File: src/rtl/serial_add_ctrl.sv
// Bit-serial WIDTH-bit adder controller: one full-adder slice stepped LSB first.
// Defining SERIAL_ADD_OVF_EN adds the out_ovf signed-overflow output.
module serial_add_ctrl #(
  parameter int WIDTH = 8
) (
  input  logic             clk,
  input  logic             rst_n,
  input  logic             in_valid,
  input  logic [WIDTH-1:0] in_a,
  input  logic [WIDTH-1:0] in_b,
  output logic             busy,
  output logic             out_valid,
  output logic [WIDTH:0]   out_sum
`ifdef SERIAL_ADD_OVF_EN
  ,
  output logic             out_ovf
`endif
);

  localparam int CW = (WIDTH > 1) ? $clog2(WIDTH) : 1;
  localparam logic [CW-1:0] LAST_BIT = CW'(WIDTH - 1);

  typedef enum logic [1:0] {
    IDLE = 2'd0,
    RUN  = 2'd1,
    DONE = 2'd2
  } state_t;

  state_t           state_q, state_d;
  logic [CW-1:0]    cnt_q, cnt_d;
  logic             carry_q, carry_d;
  logic [WIDTH-1:0] a_q, a_d;
  logic [WIDTH-1:0] b_q, b_d;
  logic [WIDTH-1:0] sum_q, sum_d;
  logic             out_valid_q, out_valid_d;
  logic [WIDTH:0]   out_sum_q, out_sum_d;
  logic             ovf_q, ovf_d;

  logic bit_s;
  logic bit_c;

  // The operand registers shift right, so the active bit is always at index 0.
  assign bit_s = a_q[0] ^ b_q[0] ^ carry_q;
  assign bit_c = (a_q[0] & b_q[0]) | (carry_q & (a_q[0] ^ b_q[0]));

  always_ff @(posedge clk or negedge rst_n) begin
    if (!rst_n) begin
      state_q     <= IDLE;
      cnt_q       <= '0;
      carry_q     <= 1'b0;
      a_q         <= '0;
      b_q         <= '0;
      sum_q       <= '0;
      out_valid_q <= 1'b0;
      out_sum_q   <= '0;
      ovf_q       <= 1'b0;
    end else begin
      state_q     <= state_d;
      cnt_q       <= cnt_d;
      carry_q     <= carry_d;
      a_q         <= a_d;
      b_q         <= b_d;
      sum_q       <= sum_d;
      out_valid_q <= out_valid_d;
      out_sum_q   <= out_sum_d;
      ovf_q       <= ovf_d;
    end
  end

  always_comb begin
    state_d     = state_q;
    cnt_d       = cnt_q;
    carry_d     = carry_q;
    a_d         = a_q;
    b_d         = b_q;
    sum_d       = sum_q;
    out_valid_d = 1'b0;
    out_sum_d   = '0;
    ovf_d       = 1'b0;
    unique case (state_q)
      IDLE: begin
        if (in_valid) begin
          a_d     = in_a;
          b_d     = in_b;
          sum_d   = '0;
          carry_d = 1'b0;
          cnt_d   = '0;
          state_d = RUN;
        end
      end
      RUN: begin
        a_d          = a_q >> 1;
        b_d          = b_q >> 1;
        sum_d[cnt_q] = bit_s;
        carry_d      = bit_c;
        cnt_d        = cnt_q + 1'b1;
        if (cnt_q == LAST_BIT) begin
          // carry_q here is the carry into the MSB; bit_c is the carry out of it.
          cnt_d       = '0;
          state_d     = DONE;
          out_valid_d = 1'b1;
          out_sum_d   = {bit_c, sum_d};
          ovf_d       = carry_q ^ bit_c;
        end
      end
      DONE: begin
        state_d = IDLE;
      end
      default: begin
        state_d = IDLE;
      end
    endcase
  end

  assign busy      = (state_q != IDLE);
  assign out_valid = out_valid_q;
  assign out_sum   = out_sum_q;

`ifdef SERIAL_ADD_OVF_EN
  assign out_ovf = ovf_q;
`else
  logic unused_ovf;
  assign unused_ovf = ovf_q;
`endif

endmodule

File: config.mk
export PLATFORM = sky130hd
export DESIGN_NAME = serial_add_ctrl
export DESIGN_NICKNAME = d
export VERILOG_FILES = /design/src/rtl/serial_add_ctrl.sv
export SDC_FILE = /design/constraint.sdc
export NUM_CORES = 1
export LEC_CHECK = 0
export CORE_MARGIN = 2
export CORE_UTILIZATION = 48
export DETAILED_ROUTE_END_ITERATION = 6
export GPL_TIMING_DRIVEN = 1
export PLACE_DENSITY_LB_ADDON = 0.2
export SLEW_MARGIN = 25
export SYNTH_ARGS = -nofsm -noshare
export SYNTH_HDL_FRONTEND = slang
export SYNTH_SLANG_ARGS = --single-unit
File: constraint.sdc
create_clock -name clk -period 1.6 [get_ports clk]
set_input_delay 0.48 -clock clk [delete_from_list [all_inputs] [get_ports clk]]
set_output_delay 0.48 -clock clk [all_outputs]
set_load 0.005 [all_outputs]
After elaboration in Yosys (flattened, before gate mapping)
Cells that the tools add are included.

Add/subtract/negate cells: 1. Order comparisons: 2. Equal/unequal tests: 4. Mux-type cells: 21. Bitwise gates (word level): 5. Reductions and logical operators: 6.

Operator list (number): 8-bit one-hot mux with 2 select lines (3); 8-bit two-way mux (3); 9-bit two-way mux (2); 8-bit bitwise mux (1); 3-bit two-way mux (2); 3-bit one-hot mux with 2 select lines (1); 3-bit by 4-bit less-than comparator with 1-bit output, second input constant (1); 1-bit two-way mux (4); 2-bit two-way mux (2); 2-bit != test, second input constant (2); 2-bit one-hot mux with 2 select lines (1); 2-bit AND reduction (2); 2-bit nonzero test (2); 3-bit by 1-bit adder with 3-bit output, second input constant (1); 1-bit demux with 3-bit select (1); 3-bit == test, second input constant (1); 3-bit by 1-bit greater-or-equal comparator with 1-bit output, second input constant (1); 1-bit bitwise AND (2); 2-bit by 1-bit == test with 1-bit output, second input constant (1); 2-bit logical NOT (1); 1-bit one-hot mux with 2 select lines (1); 1-bit bitwise XOR (2); 1-bit logical AND (1); 1-bit bitwise OR (1).

Register bits: 40. Input port bits: 19. Output and inout port bits: 11. Logic and storage cells: 47.

Depth between registers and ports, before layout
Gate-level depths: netlist of run 1.

Depth in word-level cells: 7. Depth in mapped cells: 5. Depth with buffers taken out: 5.

Least setup slack after synthesis of run 1
Ideal clock, no wire load.

Path kind: register -> register. Start: register carry_q. End: register sum_q[2]. Setup time: 83 ps. Arrival: 1424 ps. Data required time: 1517 ps. Path slack: 93 ps. Cell stages (with the launch flop): 5. Path buffers: 1. Period minus slack after synthesis: 1507 ps. Cells stage by stage: dfrtp_1 -> fa_1 -> clkbuf_1 -> a32oi_1 -> o21ai_0.

Longest elaborated chain between the ends: 3.

RTL lines: start: declaration (line 31) `logic carry_q, carry_d;`; start signal: assignment (line 60) `carry_q <= carry_d;`; 1-bit bitwise XOR (line 43) `assign bit_s = a_q[0] ^ b_q[0] ^ carry_q;`; 8-bit bitwise mux (line 94) `sum_d[cnt_q] = bit_s;`; 8-bit one-hot mux with 2 select lines (line 80) `unique case (state_q)`; end signal: assignment (line 63) `sum_q <= sum_d;`; end: declaration (line 34) `logic [WIDTH-1:0] sum_q, sum_d;`.

Every way passes these cells. A chain may end at the register's enable or synchronous reset.

Final worst setup path of run 1
Start: register state_q[0]. End: output busy.

Longest elaborated chain between the ends: 1.

RTL lines: start: declaration (line 29) `state_t state_q, state_d;`; start signal: assignment (line 58) `state_q <= state_d;`; 2-bit nonzero test (line 115) `assign busy = (state_q != IDLE);`; end: declaration (line 11) `output logic busy,`.

Every way passes these cells.

==> out/results.txt, run 1 <==
max-cap violations -> 0
clock skew -> 0.00798 ns
FF+latch count, synth -> 40
Clock Tree Buf Depth -> 2
CTS sink count -> 40
Die Ht -> 67.2 um
NetSw -> 1.50 mW
vias per cell -> 5.64
Setup WS post-layout -> 0.0390 ns
Layout Nets -> 239
Comb pwr share -> 41.8%
final hold violation count -> 0
Avg Inst Size Synth -> 10.4 um^2
status -> finished clean
worst skew pair latency -> 0.29 ns
Initial Util -> 51.3%
leakage -> 1.17 nW
largest net degree at the start of global routing -> 30
Tightest Hold Check Type -> in -> async
CP peak stage delay -> 0.38 ns
clock share of power -> 17.9%
antenna violation net count after detailed routing -> 0
fin area -> 2390 um^2
Slowest-stage cell, CP -> dfrtp_1
fin crit share -> 97.6%
vias in the first global route -> 1557
filler instances -> 322
# rows -> 22
CP endpoint kind -> primary output
FMAX -> 0.641 GHz
Rel. slew slack -> 70.6%
CTS buffer count -> 5
Placement Cell Area -> 2280 um^2
RSZ-0062 raised after global routing -> yes
io pins -> 30
Chip Width -> 67.2 um
routed length on met2 -> 2.04 mm
port buffer count -> 29
sequential share of power -> 40.3%
Detail Placement HPWL -> 2.89 mm
post-synthesis cell area -> 1920 um^2
Mapped Nets -> 206
CTS Hold Bufs -> 0
first-pass GRT wire length -> 7.02 mm
global-route usage over all layers -> 21.1%
GPL Wtd Cong -> 0.724
final wirelength -> 4.15 mm
wl on met1 -> 1.81 mm
Post-Layout Cell Count -> 266
Critical Path, Cell by Cell -> or2_2 -> buf_2
global route overflow -> 0
Slew @ Worst Pin -> 0.441 ns
Peak VDD IR -> 1110 uV
Worst EP arrival -> 1.08 ns
Worst-path clk slew -> 0.08 ns
Cell Pwr Density -> 1650 nW/um^2
sequential share of the synthesized area -> 52.2%
Core Area -> 3740 um^2
top sig layer -> met4
met3 wire length -> 206 um
CP startpoint kind -> register
H-tree level count -> 2
Synth Instances -> 184
Remaining DRCs -> 0
Final Setup Violations -> 0
Pre-antenna DRT Iters -> 4
share of cells above drive strength 1 -> 13.3%
critical path class -> reg -> out
Final Power -> 3.93 mW
layout overhead on the synthesized area -> 24.4%
minimum clock period -> 1.56 ns
Sw Share -> 38.2%
initial drt markers -> 111
clock root buffer -> clkbuf_8
WL/cell -> 15.6 um
post-synthesis cell type count -> 29
total die area -> 4520 um^2
initial antenna violation count -> 0
placed instance count -> 257
pre-CTS setup slack -> -0.307 ns
internal power -> 2.43 mW
Inserted Diodes -> 0
synth warn -> 0
Final Max Slew Viols -> 0
WP data required -> 1.12 ns
CTS tree -> done
Critical Path Fanout Max -> 2
Vias -> 1501
stage by stage:
stage / setup TNS, ns / hold slack (ns) / utilization, %
finish: 0 / 0.117 / 63.8
global route: -0.0543 / 0.142 / 63.8
detailed placement: -4.91 / 0.448 / 60.8
CTS: 0 / 0.130 / 63.0
global placement: -3.02 / 0.434 / 60.8
floorplan: 0 / 0.184 / -
logic make-up (layout without fill, tap and decap cells):
logic type      count (synthesis)  in the layout  synth area share (%)
flops                          40             40                  52.2
fa+ha+maj                       3              3                  2.35
buf+inv                        17             51                  5.21
mux                             8              8                  4.17
compound gates                 59             59                  19.7
simple gates                   57             57                  16.4
final timing paths:
| check | startpoint | endpoint | slack, ns | depth (start not counted) |
|---|---|---|---|---|
| min in group clk | a_q[1]$_DFFE_PN0P_ | a_q[1]$_DFFE_PN0P_ | 0.49 | 2 |
| setup / recovery | state_q[0]$_DFFE_PN0P_ | busy | 0.04 | 2 |
| setup reg to reg | carry_q$_DFFE_PN0P_ | sum_q[1]$_DFFE_PN0P_ | 0.11 | 4 |
| hold / removal | rst_n | out_valid$_DFF_PN0_ | 0.12 | 1 |
| hold reg to reg | a_q[1]$_DFFE_PN0P_ | a_q[1]$_DFFE_PN0P_ | 0.49 | 2 |
| max in group asynchronous | rst_n | state_q[0]$_DFFE_PN0P_ | 1.01 | 2 |
critical path: cells and delay by family (launching register included):
kind / cells / cell delay (ns)
buffers and inverters: 1 / 0.13
and+or+nand+nor: 1 / 0.29
DFF: 1 / 0.38
cells in the final DEF, fill, tap and decap left out, drive strengths merged, types with 6 or more instances in the layout:
| cell | Yosys | final |
|---|---|---|
| buf | 12 | 13 |
| mux2i | 8 | 8 |
| dfrtp | 40 | 40 |
| nor2b | 11 | 11 |
| clkbuf | 2 | 7 |
| dlymetal6s2s | 0 | 6 |
| a22oi | 13 | 13 |
| o21ai | 21 | 21 |
| a21oi | 13 | 13 |
| nor2 | 9 | 9 |
| clkdlybuf4s50 | 0 | 16 |
| nand2 | 19 | 19 |
final cells by class:
class / count / area, um^2 / area share [%]
sequential: 40 / 1000 / 41.9
multi-input combinational: 127 / 822 / 34.4
timing repair buffer: 40 / 400 / 16.8
clock buffer: 7 / 86.3 / 3.61
tap: 48 / 60.1 / 2.51
inverter: 3 / 11.3 / 0.471
clock inverter: 1 / 7.51 / 0.314
synthesized netlist by cell type:
cell      instances  area [um^2]
a21oi_1          13         65.1
a22o_1            3         26.3
a22oi_1          13         97.6
a32oi_1           4         35.0
and2b_1           3         22.5
and3_1            1         6.26
and3b_1           1         8.76
buf_2             5         25.0
buf_4             6         45.0
buf_6             1         11.3
clkbuf_1          2         7.51
dfrtp_1          40         1000
fa_1              1         20.0
ha_1              2         25.0
inv_1             3         11.3
mux2i_1           8         80.1
nand2_1          18         67.6
nand2_2           1         6.26
nand3_1           5         25.0
nand3b_1          3         22.5
nor2_1            9         33.8
nor2b_1          11         68.8
nor3_2            1         10.0
nor3b_2           3         37.5
o211ai_1          4         30.0
o21ai_0          16         80.1
o21ai_1           5         25.0
o21bai_4          1         18.8
or2_2             1         6.26
sequential cells by signal (all words and copies together), names as in the netlist:
| signal | cells |
|---|---|
| out_valid | 1 |
| sum_q | 8 |
| out_sum | 9 |
| cnt_q | 3 |
| b_q | 8 |
| a_q | 8 |
| state_q | 2 |
| carry_q | 1 |
metal layers:
layer	GRT usage, %	vias up
li1	-	715
met1	26.0	734
met2	35.6	41
met3	4.17	11
met4	9.95	0
met5	0	-
power by group through the flow:
stage	combinational, mW	sequential (mW)	clock [mW]
after floorplan	1.24	1.49	0
after global routing	1.83	1.62	0.760
after CTS	1.59	1.58	0.716
final	1.64	1.58	0.703
after global placement	1.52	1.57	0
after detailed placement	1.60	1.60	0
repair_timing:
action	in CTS	in global routing
pin swaps	0	1
setup buffers	0	1
gates resized for setup	9	9
setup endpoints to repair	6	30
(Power assumes the default switching activity.)
==> run 2: changes to the inputs <==
Settings changed: CORE_UTILIZATION 48 to 57.
Clock period 1.6 ns to 1.96 ns, I/O delays scaled along.
==> out/results.txt, run 2 (synthesis results as in run 1) <==
status -> finished clean
initial antenna violation count -> 0
Worst-path clk slew -> 0.12 ns
FF-to-FF path depth -> 3
clock skew -> 0.0100 ns
Die Ht -> 62.0 um
# rows -> 21
share of cells above drive strength 1 -> 9.81%
vias per cell -> 5.64
largest net degree at the start of global routing -> 30
port buffer count -> 29
Worst EP arrival -> 1.29 ns
Setup WS post-layout -> 0.0829 ns
final wirelength -> 3.81 mm
Placement Cell Area -> 2240 um^2
total die area -> 3850 um^2
WL/cell -> 14.7 um
CTS buffer count -> 5
first-pass GRT wire length -> 5.87 mm
Post-Layout Cell Count -> 260
setup_tns -> 0 ns
Peak VDD IR -> 988 uV
max-cap violations -> 0
clock root buffer -> clkbuf_4
Final Util -> 69.9%
R2R setup slack -> 0.21 ns
critical path class -> reg -> out
CTS sink count -> 40
Detail Placement HPWL -> 2.58 mm
fin crit share -> 95.8%
FMAX -> 0.533 GHz
Clock Tree Buf Depth -> 2
CP startpoint kind -> register
Rel. slew slack -> 69.0%
hold_ws -> 0.128 ns
Final Power -> 2.94 mW
worst skew pair latency -> 0.36 ns
post-CTS setup buffers -> 0
fin area -> 2300 um^2
Critical R2R Capture -> sum_q[5]$_DFFE_PN0P_
CTS tree -> done
Inserted Diodes -> 0
minimum clock period -> 1.88 ns
max reg flops -> 9
pre-CTS setup slack -> 0.00170 ns
most common cell after layout, fill and taps aside -> dfrtp_1
global-route usage over all layers -> 21.5%
CP endpoint kind -> primary output
Layout Nets -> 235
WP data required -> 1.37 ns
leakage -> 1.00 nW
most frequent cells in the layout -> 40 x dfrtp_1, 27 x clkdlybuf4s50_1, 18 x nand2_1
Pre-antenna DRT Iters -> 4
CP peak stage delay -> 0.39 ns
Remaining DRCs -> 0
vias in the first global route -> 1261
Slew @ Worst Pin -> 0.465 ns
final hold violation count -> 0
Final Max Slew Viols -> 0
Chip Width -> 62.0 um
io pins -> 30
Slowest-stage cell, CP -> dfrtp_1
Critical Path Fanout Max -> 2
Initial Util -> 58.4%
Core Area -> 3280 um^2
H-tree level count -> 2
Critical Path, Cell by Cell -> or2_2 -> dlygate4sd2_1
global route overflow -> 0
Tightest Hold Check Type -> in -> async
initial drt markers -> 134
layout overhead on the synthesized area -> 19.6%
antenna violation net count after detailed routing -> 0
Buf/Inv on CP -> 1
Final Setup Violations -> 0
RSZ-0062 raised after global routing -> no
Cell Pwr Density -> 1280 nW/um^2
GPL Wtd Cong -> 0.754
placed instance count -> 252
Worst path top cell family by delay -> flip-flops
Vias -> 1466
origin of the critical flop-to-flop path -> carry_q$_DFFE_PN0P_
## run 2: cell count changes in the layout (fill, tap and decap cells not counted), sizes merged
cell,change
dlymetal6s2s,-6
dlygate4sd2,-4
clkbuf,+1
clkdlybuf4s50,+11
buf,-5
clkinvlp,-1
## run 2: worst max-delay path by stage
stage	from	to	slack, ns	cells past startpoint
after floorplan	state_q[1]$_DFFE_PN0P_	busy	0.41	3
after global placement	in_valid	b_q[4]$_DFFE_PN0P_	0.11	4
after detailed placement	in_valid	a_q[6]$_DFFE_PN0P_	0.002	4
after CTS	state_q[0]$_DFFE_PN0P_	busy	0.07	2
after global routing	state_q[0]$_DFFE_PN0P_	busy	0.03	2
final	state_q[0]$_DFFE_PN0P_	busy	0.08	2
## run 2: layout make-up
type	instances	area (um^2)
Fill cell	260	988
Clock buffer	8	58.8
Timing Repair Buffer	36	349
Inverter	3	11.3
Sequential cell	40	1000
Multi-Input combinational cell	127	818
Tap cell	46	57.6
## run 2: layer usage
metal	part of all wire, %	GRT usage, %	vias to the layer above
met5	0	0	-
met4	2.0	10.0	0
met3	6.0	4.97	7
met2	48	31.4	48
met1	44	30.5	698
li1	-	-	713
## run 2: what timing repair did
item / CTS / global route
resized for setup: 1 / 0
hold buffers: 0 / 0
setup endpoints to repair: 1 / 0
## run 2: worst register-to-register path: stages, from the launching register on
cell	delay (ns)
dfrtp_1	0.42
fa_1	0.84
nand2_1	0.20
o211ai_1	0.22
## run 2: power breakdown
part / switching, mW / internal, mW / total (mW)
combinational: 0.654 / 0.539 / 1.19
sequential: 0.239 / 1.07 / 1.31
clock: 0.262 / 0.177 / 0.439
total: 1.15 / 1.79 / 2.94
